===== src/rtl/psram_byte_requester.sv =====
// psram_byte_requester: CPU-side initiator for one PSRAM byte port.
// Optional read timeout when PSRAM_BYTE_REQUESTER_TIMEOUT_EN is defined.
module psram_byte_requester #(
   parameter int WFIFO_DEPTH = 4,
   parameter int RD_TIMEOUT  = 63
) (
   input  logic        clk,
   input  logic        n_reset,
   input  logic        cpu_rd,
   input  logic        cpu_wr,
   input  logic [21:0] cpu_address,
   input  logic [7:0]  cpu_wdata,
   output logic        cpu_busy,
   output logic [7:0]  cpu_rdata,
   output logic        cpu_rdata_en,
   output logic        rd,
   output logic        wr,
   input  logic        busy,
   output logic [21:0] address,
   output logic [7:0]  wdata,
   input  logic [7:0]  rdata,
`ifdef PSRAM_BYTE_REQUESTER_TIMEOUT_EN
   input  logic        rdata_en,
   output logic        rd_timeout
`else
   input  logic        rdata_en
`endif
);

   localparam int PW = $clog2(WFIFO_DEPTH);
   localparam int CW = $clog2(WFIFO_DEPTH + 1);

   typedef enum logic [1:0] {IDLE, GUARD, WAIT_RD} state_t;

   state_t        state, state_d;
   logic [29:0]   fifo_mem [WFIFO_DEPTH];
   logic [PW-1:0] wp, rp;
   logic [CW-1:0] cnt;
   logic          rd_pend, first, first_d;
   logic [21:0]   rd_addr, addr_d;
   logic [7:0]    wdata_d, rdata_d;
   logic          wr_d, rd_d, done, pop, push, bypass;
   logic          full, empty, accept_wr, accept_rd;

   assign full      = (cnt == CW'(WFIFO_DEPTH));
   assign empty     = (cnt == '0);
   assign cpu_busy  = full | rd_pend;
   assign accept_wr = cpu_wr & ~cpu_busy;
   assign accept_rd = cpu_rd & ~cpu_wr & ~cpu_busy;
   assign push      = accept_wr & ~bypass;

`ifdef PSRAM_BYTE_REQUESTER_TIMEOUT_EN
   localparam int TW = ($clog2(RD_TIMEOUT + 1) < 6) ? 6 : $clog2(RD_TIMEOUT + 1);
   logic [TW-1:0] tcnt;
   logic          tmo_d;
`endif

   // Next-state and next-output decode; a write arriving at an idle,
   // empty queue bypasses the FIFO so it issues on the following cycle.
   always_comb begin
      state_d = state;
      wr_d    = 1'b0;
      rd_d    = 1'b0;
      addr_d  = address;
      wdata_d = wdata;
      rdata_d = cpu_rdata;
      first_d = 1'b0;
      pop     = 1'b0;
      bypass  = 1'b0;
      done    = 1'b0;
`ifdef PSRAM_BYTE_REQUESTER_TIMEOUT_EN
      tmo_d   = 1'b0;
`endif
      unique case (state)
         IDLE: begin
            if (!busy && !empty) begin
               wr_d              = 1'b1;
               {addr_d, wdata_d} = fifo_mem[rp];
               pop               = 1'b1;
               state_d           = GUARD;
            end else if (!busy && accept_wr) begin
               wr_d    = 1'b1;
               addr_d  = cpu_address;
               wdata_d = cpu_wdata;
               bypass  = 1'b1;
               state_d = GUARD;
            end else if (!busy && rd_pend) begin
               rd_d    = 1'b1;
               addr_d  = rd_addr;
               first_d = 1'b1;
               state_d = WAIT_RD;
            end
         end
         GUARD: state_d = IDLE;
         WAIT_RD: begin
            if (!first && rdata_en) begin
               rdata_d = rdata;
               done    = 1'b1;
               state_d = IDLE;
            end
`ifdef PSRAM_BYTE_REQUESTER_TIMEOUT_EN
            else if (tcnt == TW'(RD_TIMEOUT - 1)) begin
               rdata_d = 8'hFF;
               done    = 1'b1;
               tmo_d   = 1'b1;
               state_d = IDLE;
            end
`endif
         end
         default: state_d = IDLE;
      endcase
   end

   // State and port-side output registers.
   always_ff @(posedge clk or negedge n_reset) begin
      if (!n_reset) begin
         state        <= IDLE;
         wr           <= 1'b0;
         rd           <= 1'b0;
         address      <= '0;
         wdata        <= '0;
         cpu_rdata    <= '0;
         cpu_rdata_en <= 1'b0;
         first        <= 1'b0;
      end else begin
         state        <= state_d;
         wr           <= wr_d;
         rd           <= rd_d;
         address      <= addr_d;
         wdata        <= wdata_d;
         cpu_rdata    <= rdata_d;
         cpu_rdata_en <= done;
         first        <= first_d;
      end
   end

   // Read-pending flag and latched read address.
   always_ff @(posedge clk or negedge n_reset) begin
      if (!n_reset) begin
         rd_pend <= 1'b0;
         rd_addr <= '0;
      end else if (accept_rd) begin
         rd_pend <= 1'b1;
         rd_addr <= cpu_address;
      end else if (done) begin
         rd_pend <= 1'b0;
      end
   end

   // Write-posting FIFO pointers and occupancy.
   always_ff @(posedge clk or negedge n_reset) begin
      if (!n_reset) begin
         wp  <= '0;
         rp  <= '0;
         cnt <= '0;
      end else begin
         if (push) wp <= wp + PW'(1);
         if (pop)  rp <= rp + PW'(1);
         if (push && !pop)      cnt <= cnt + CW'(1);
         else if (pop && !push) cnt <= cnt - CW'(1);
      end
   end

   // FIFO storage; contents are don't-care until written.
   always_ff @(posedge clk) begin
      if (push) fifo_mem[wp] <= {cpu_address, cpu_wdata};
   end

`ifdef PSRAM_BYTE_REQUESTER_TIMEOUT_EN
   // Read timeout counter and its strobe.
   always_ff @(posedge clk or negedge n_reset) begin
      if (!n_reset) begin
         tcnt       <= '0;
         rd_timeout <= 1'b0;
      end else begin
         tcnt       <= (state == WAIT_RD && state_d == WAIT_RD) ? tcnt + TW'(1) : '0;
         rd_timeout <= tmo_d;
      end
   end
`endif

endmodule


===== config.mk =====
export PLATFORM = sky130hd
export DESIGN_NAME = psram_byte_requester
export DESIGN_NICKNAME = d
export VERILOG_FILES = /design/src/rtl/psram_byte_requester.sv
export SDC_FILE = /design/constraint.sdc
export NUM_CORES = 1
export LEC_CHECK = 0
export BUFFER_PORTS_ARGS = -buffer_cell sky130_fd_sc_hd__buf_4
export CELL_PAD_IN_SITES_DETAIL_PLACEMENT = 0
export CELL_PAD_IN_SITES_GLOBAL_PLACEMENT = 1
export CORE_AREA = 2 2 152 110
export DETAILED_ROUTE_END_ITERATION = 16
export DIE_AREA = 0 0 154 112
export PLACE_DENSITY_LB_ADDON = 0.25
export RECOVER_POWER = 50
export SETUP_SLACK_MARGIN = 0.5
export SLEW_MARGIN = 20
export SYNTH_ARGS = -nofsm -noshare
export SYNTH_HDL_FRONTEND = slang
export SYNTH_SLANG_ARGS = --single-unit

===== constraint.sdc =====
create_clock -name clk -period 3.1 [get_ports clk]
set_input_delay 0.62 -clock clk [delete_from_list [all_inputs] [get_ports clk]]
set_output_delay 0.62 -clock clk [all_outputs]
set_load 0.03 [all_outputs]

Yosys cells after proc, flatten, opt, wreduce, memory -nomap -nowiden

Memories as Yosys holds them, arrays and structs flattened.
Cells that the tools add are included.

Register bits after elaboration: 73
Memory bits (writable): 120
Output and inout bits: 42
Memories: 1

Memory list:

| memory   | words | width | rd ports | clocked after Yosys merged registers in | write ports | line | RTL |
|---|---|---|---|---|---|---|---|
| fifo_mem | 4     | 30    | 1        | 0                                       | 1           | 36   | `logic [29:0] fifo_mem [WFIFO_DEPTH];` |

Add/sub/neg operators: 4
Equality and inequality tests: 4
Multiplexer cells: 29
Bitwise gates (word level): 8
Reductions and logical operators: 21

Operators by type and width:

| kind                                                               | count |
|---|---|
| 22-bit two-way mux                                                 | 3 |
| 1-bit two-way mux                                                  | 17 |
| 8-bit two-way mux                                                  | 2 |
| 2-bit two-way mux                                                  | 4 |
| 2-bit AND reduction                                                | 4 |
| 1-bit logical AND                                                  | 6 |
| 3-bit two-way mux                                                  | 2 |
| 2-bit nonzero test                                                 | 3 |
| 1-bit zero test                                                    | 5 |
| 2-bit by 1-bit adder with 2-bit output, second input constant      | 2 |
| 1-bit bitwise AND                                                  | 4 |
| 4-bit != test, second input constant                               | 1 |
| 2-bit one-hot mux with 2 select lines                              | 1 |
| 3-bit by 1-bit adder with 3-bit output, second input constant      | 1 |
| 3-bit equality test, second input constant                         | 1 |
| 3-bit zero test                                                    | 1 |
| 1-bit inverter                                                     | 3 |
| 3-bit nonzero test                                                 | 1 |
| 3-bit by 1-bit subtractor with 3-bit output, second input constant | 1 |
| 2-bit equality test, second input constant                         | 1 |
| 2-bit zero test                                                    | 1 |
| 2-bit != test, second input constant                               | 1 |
| 1-bit bitwise OR                                                   | 1 |

Longest topological paths before layout

Depth after elaboration: 14
Depth in mapped cells: 10
Mapped depth without buffers: 10

Worst setup path before layout

No wires, ideal clock.

Path kind: register -> register
Start: register cnt[0]
End: memory fifo_mem[0][0], enable pin
Library setup time: 0.417 ns
Arrival: 2.486 ns
Data required time: 2.683 ns
Slack: 0.197 ns
Stages on the path, launching flop included: 5
Buffers on the path: 0
Cell sequence: dfrtp_1 > nor2_1 > a21o_1 > a211o_1 > nor2_1

Longest elaborated chain between the ends: 12
Elaborated cells on any way between the ends: 15

Ends and longest elaborated chain:

| what                                        | line | RTL |
|---|---|---|
| start, declared                             | 38   | `logic [CW-1:0] cnt;` |
| start signal, assigned                      | 159  | `if (push && !pop) cnt <= cnt + CW'(1);` |
| start signal, assigned                      | 160  | `else if (pop && !push) cnt <= cnt - CW'(1);` |
| 3-bit equality test (*)                     | 45   | `assign full = (cnt == CW'(WFIFO_DEPTH));` |
| 1-bit bitwise OR (*)                        | 47   | `assign cpu_busy = full \| rd_pend;` |
| via cpu_busy                                | 13   | `output logic cpu_busy,` |
| 1-bit inverter (*)                          | 48   | `assign accept_wr = cpu_wr & ~cpu_busy;` |
| 1-bit bitwise AND (*)                       | 48   |  |
| 1-bit logical AND                           | 81   | `end else if (!busy && accept_wr) begin` |
| 1-bit two-way mux                           | 81   |  |
| 1-bit two-way mux                           | 76   | `if (!busy && !empty) begin` |
| 1-bit two-way mux                           | 74   | `unique case (state)` |
| 1-bit inverter                              | 50   | `assign push = accept_wr & ~bypass;` |
| 1-bit bitwise AND (*)                       | 50   |  |
| 1-bit two-way mux (*)                       | 166  | `if (push) fifo_mem[wp] <= {cpu_address, cpu_wdata};` |
| 1-bit two-way mux (not written as such) (*) | 166  |  |
| end, declared                               | 36   |  |

The timed path passes the listed nets; every way through them passes the cells marked *.

Worst setup path after layout

Start: register cnt[0]
End: register cnt[1]

Longest elaborated chain between the ends: 13
Elaborated cells on any way between the ends: 24

Ends and longest elaborated chain:

| what                         | line |
|---|---|
| 3-bit equality test          | 45 |
| 1-bit bitwise OR             | 47 |
| 1-bit inverter               | 48 |
| 1-bit bitwise AND            | 48 |
| 1-bit logical AND            | 81 |
| 1-bit two-way mux            | 81 |
| 1-bit two-way mux            | 76 |
| 1-bit two-way mux            | 74 |
| 1-bit inverter               | 50 |
| 1-bit bitwise AND            | 50 |
| 1-bit zero test              | 160 |
| 1-bit logical AND            | 160 |
| 2-bit nonzero test (no line) | - |

Several ways; a longest one is shown, not always the timed one. The select of a mux whose other input is x is not followed.
A chain may end at the register's enable or synchronous reset.

==> reports/metrics.cfg <==
[status]
status = finished, violations left
violations = capacitance limit, slew limit

[logic_synthesis]
ys_seq_elements = 193
synth_top_cell_by_area = edfxtp_1
yosysTopAreaCellShare = 0.476
synth_area_um2 = 7570
ys_seq_area_frac = 0.717
async_flop_share = 0.378
syn_nets = 489
yosysWarnings = 0
syn_avg_cell_area_um2 = 17.2
synth.distinct_cells = 36
synth_flop_cell = edfxtp_1
synthTopCellsByArea = edfxtp_1 48%, dfrtp_1 24%, mux4_2 8.9%
synth_edf_count = 120
netlist_instances = 439

[clock_tree]
clk_latency_ns = 0.43
cts_htree_levels = 4
ctsHoldBuffers = 0
numClockSinks = 193
ctsLongestPathBuffers = 2
cts_root_buffer = clkbuf_16
cts_buffers = 17
post_cts_buffers = 0
cts_repair_resize_count = 0
cts.clk_slew.worst_paths_ns = 0.07
tritoncts = done

[final_layout]
finalNetCount = 585
syn_to_final_growth_pct = 18.5
n_antenna_cell = 0
drive_gt1_frac = 0.297

[setup_path]
arrival_ns = 2.56
critPathMaxFanout = 5
start_kind = flip-flop
crit_required_ns = 3.42
worstSetupEndpointType = flip-flop
path_class = reg -> reg

[power_and_ir_drop]
p_leak_nw = 3.36
switchingPower_mw = 2.84
p_seq_frac = 0.418
switching_share = 0.324
clockPowerShare = 0.260
peakVddDrop_uv = 624
p_int_mw = 5.92
p_comb_frac = 0.322
power_density_nw_per_um2 = 977

[floorplan]
rows = 39
dieArea_um2 = 17200
initial_core_util = 0.477
die_w_um = 154
io_pins = 86
die_y_um = 112
core-area_um2 = 15900

[routing]
ant_nets = 0
wl_per_cell_um = 19.3
drc = 0
vias = 4098
firstDrtPassIters = 4
drtIter0Drc = 293
totalWireLength_um = 14600
post_drt_via_cell_ratio = 5.44

[placed_design]
numPortBuffers = 85
dp_hpwl_um = 8670
preCtsSetupSlack_ns = 0.568
gp_congestion = 0.729

[grt]
grt_overflow = 0
grt_pass1_wl_um = 23200
met1_usage = 0.252
grt_usage = 0.181
grtUsageMet2 = 0.276
grt_busiest_layer = met2
antenna_found_initial = 1
grt_pass1_vias = 4287
grt_use_met3 = 0.0487
grt_max_degree = 74

[flow_run]
drv_cap = 1

[sta]
fin_crit_ns = 2.24
timing.final.ws_setup_ns = 0.855
rsz0062_at_grt = false
finalSetupTns_ns = 0
hold_viol = 0
post-route-period-util = 0.724
setup_viol = 0
tightest_slew_ns = 1.93
fmax_ghz = 0.445
slew_violations = 74
final.setup_skew_ns = 0.00669
slew-limit-headroom = -0.285

[worst_hold_path]
hold_class = in -> reg

-- registers in the layout, indices dropped and copies added, names as in the netlist --
signal	flops
fifo_mem	120
address	22
rd_addr	22
cpu_rdata	8
wdata	8
cnt	3
rp	2
state	2
wp	2
cpu_rdata_en	1
first	1
rd_pend	1
wr	1
-- power groups by stage --
stage / clock (mW) / combinational, mW / sequential (mW)
4_1_cts: 2.34 / 2.91 / 3.68
2_1_floorplan: 0 / 1.59 / 4.09
3_5_place_dp: 0 / 2.90 / 3.73
5_1_grt: 2.43 / 3.07 / 3.74
3_3_place_gp: 0 / 2.87 / 3.70
6_report: 2.28 / 2.82 / 3.66
-- stage by stage --
stage                     hold WS [ns]  std cells  area (um2)   util  power, mW
after detailed placement         0.472        721        8510  0.537       6.63
final                            0.415        753        8970  0.566       8.76
after floorplan                  0.324        439        7570      -       5.68
after global routing             0.399        753        8970  0.566       9.23
after global placement           0.462        721        8510  0.537       6.57
after CTS                        0.372        753        9130  0.576       8.94
-- layer usage --
| layer | up-vias | part of all wire |
|---|---|---|
| met4 | 2 | 0.012 |
| met5 | - | 0.00082 |
| li1 | 1875 | - |
| met2 | 108 | 0.46 |
| met1 | 2095 | 0.47 |
| met3 | 18 | 0.061 |
-- Yosys cell counts (3+ instances only) --
cell type and count:
clkbuf_1 6, o31ai_1 22, nand2_1 24, dfrtp_1 73, mux4_2 30, o22ai_1 22
xor2_1 3, buf_2 10, xnor2_1 3, mux2_2 31, ha_1 5, edfxtp_1 120
inv_1 12, nor2_1 36, a21oi_1 8, mux2i_1 8
-- kinds of logic after synthesis --
kind of cell / share of synthesized area
flops: 0.717
fa+ha+maj: 0.0109
buf+inv: 0.0215
xor+xnor: 0.00694
compound gates: 0.0545
mux: 0.147
simple gates: 0.0416
-- final cells by class --
class / instances / area, um2
Timing Repair Buffer: 99 / 623
Clock buffer: 18 / 429
Clock inverter: 14 / 188
Sequential cell: 193 / 5430
Fill cell: 1242 / 6890
Multi-Input combinational cell: 212 / 2000
Tap cell: 205 / 256
Inverter: 12 / 45.0
-- layout by cell type (no fill, tap or decap), drive strengths merged --
master	instances
mux4	30
mux2	32
nor3	2
xor2	3
a21oi	9
bufinv	4
clkinv	7
a21bo	1
a21o	2
fa	1
nor3b	2
ha	5
a31o	1
a211o	1
and3	1
clkbuf	57
buf	60
nand2b	2
clkinvlp	1
inv	14
nor2	37
o31ai	22
nor4	2
dfrtp	73
o22ai	22
xnor2	3
edfxtp	120
mux2i	8
a21boi	2
nand2	24
-- critical path, cell delays in order, from the launching register on --
cell     delay, ns
dfrtp_1       0.45
nor3_1        0.10
nor4_1        0.48
inv_1         0.10
ha_1          0.24
inv_1         0.08
fa_1          0.40
mux2_2        0.27
-- final timing paths --
path	depth (start not counted)	endpoint	startpoint	slack, ns
min reg2reg	2	address[12]	address[12]	0.48
max reg2reg	7	cnt[1]	cnt[0]	0.86
min	2	cpu_rdata[0]	rdata[0]	0.42
max in group asynchronous	1	rp[0]	n_reset	1.13
max	7	cnt[1]	cnt[0]	0.86
min in group asynchronous	1	cpu_rdata[6]	n_reset	0.70
Power figures use the tool's default switching activity.
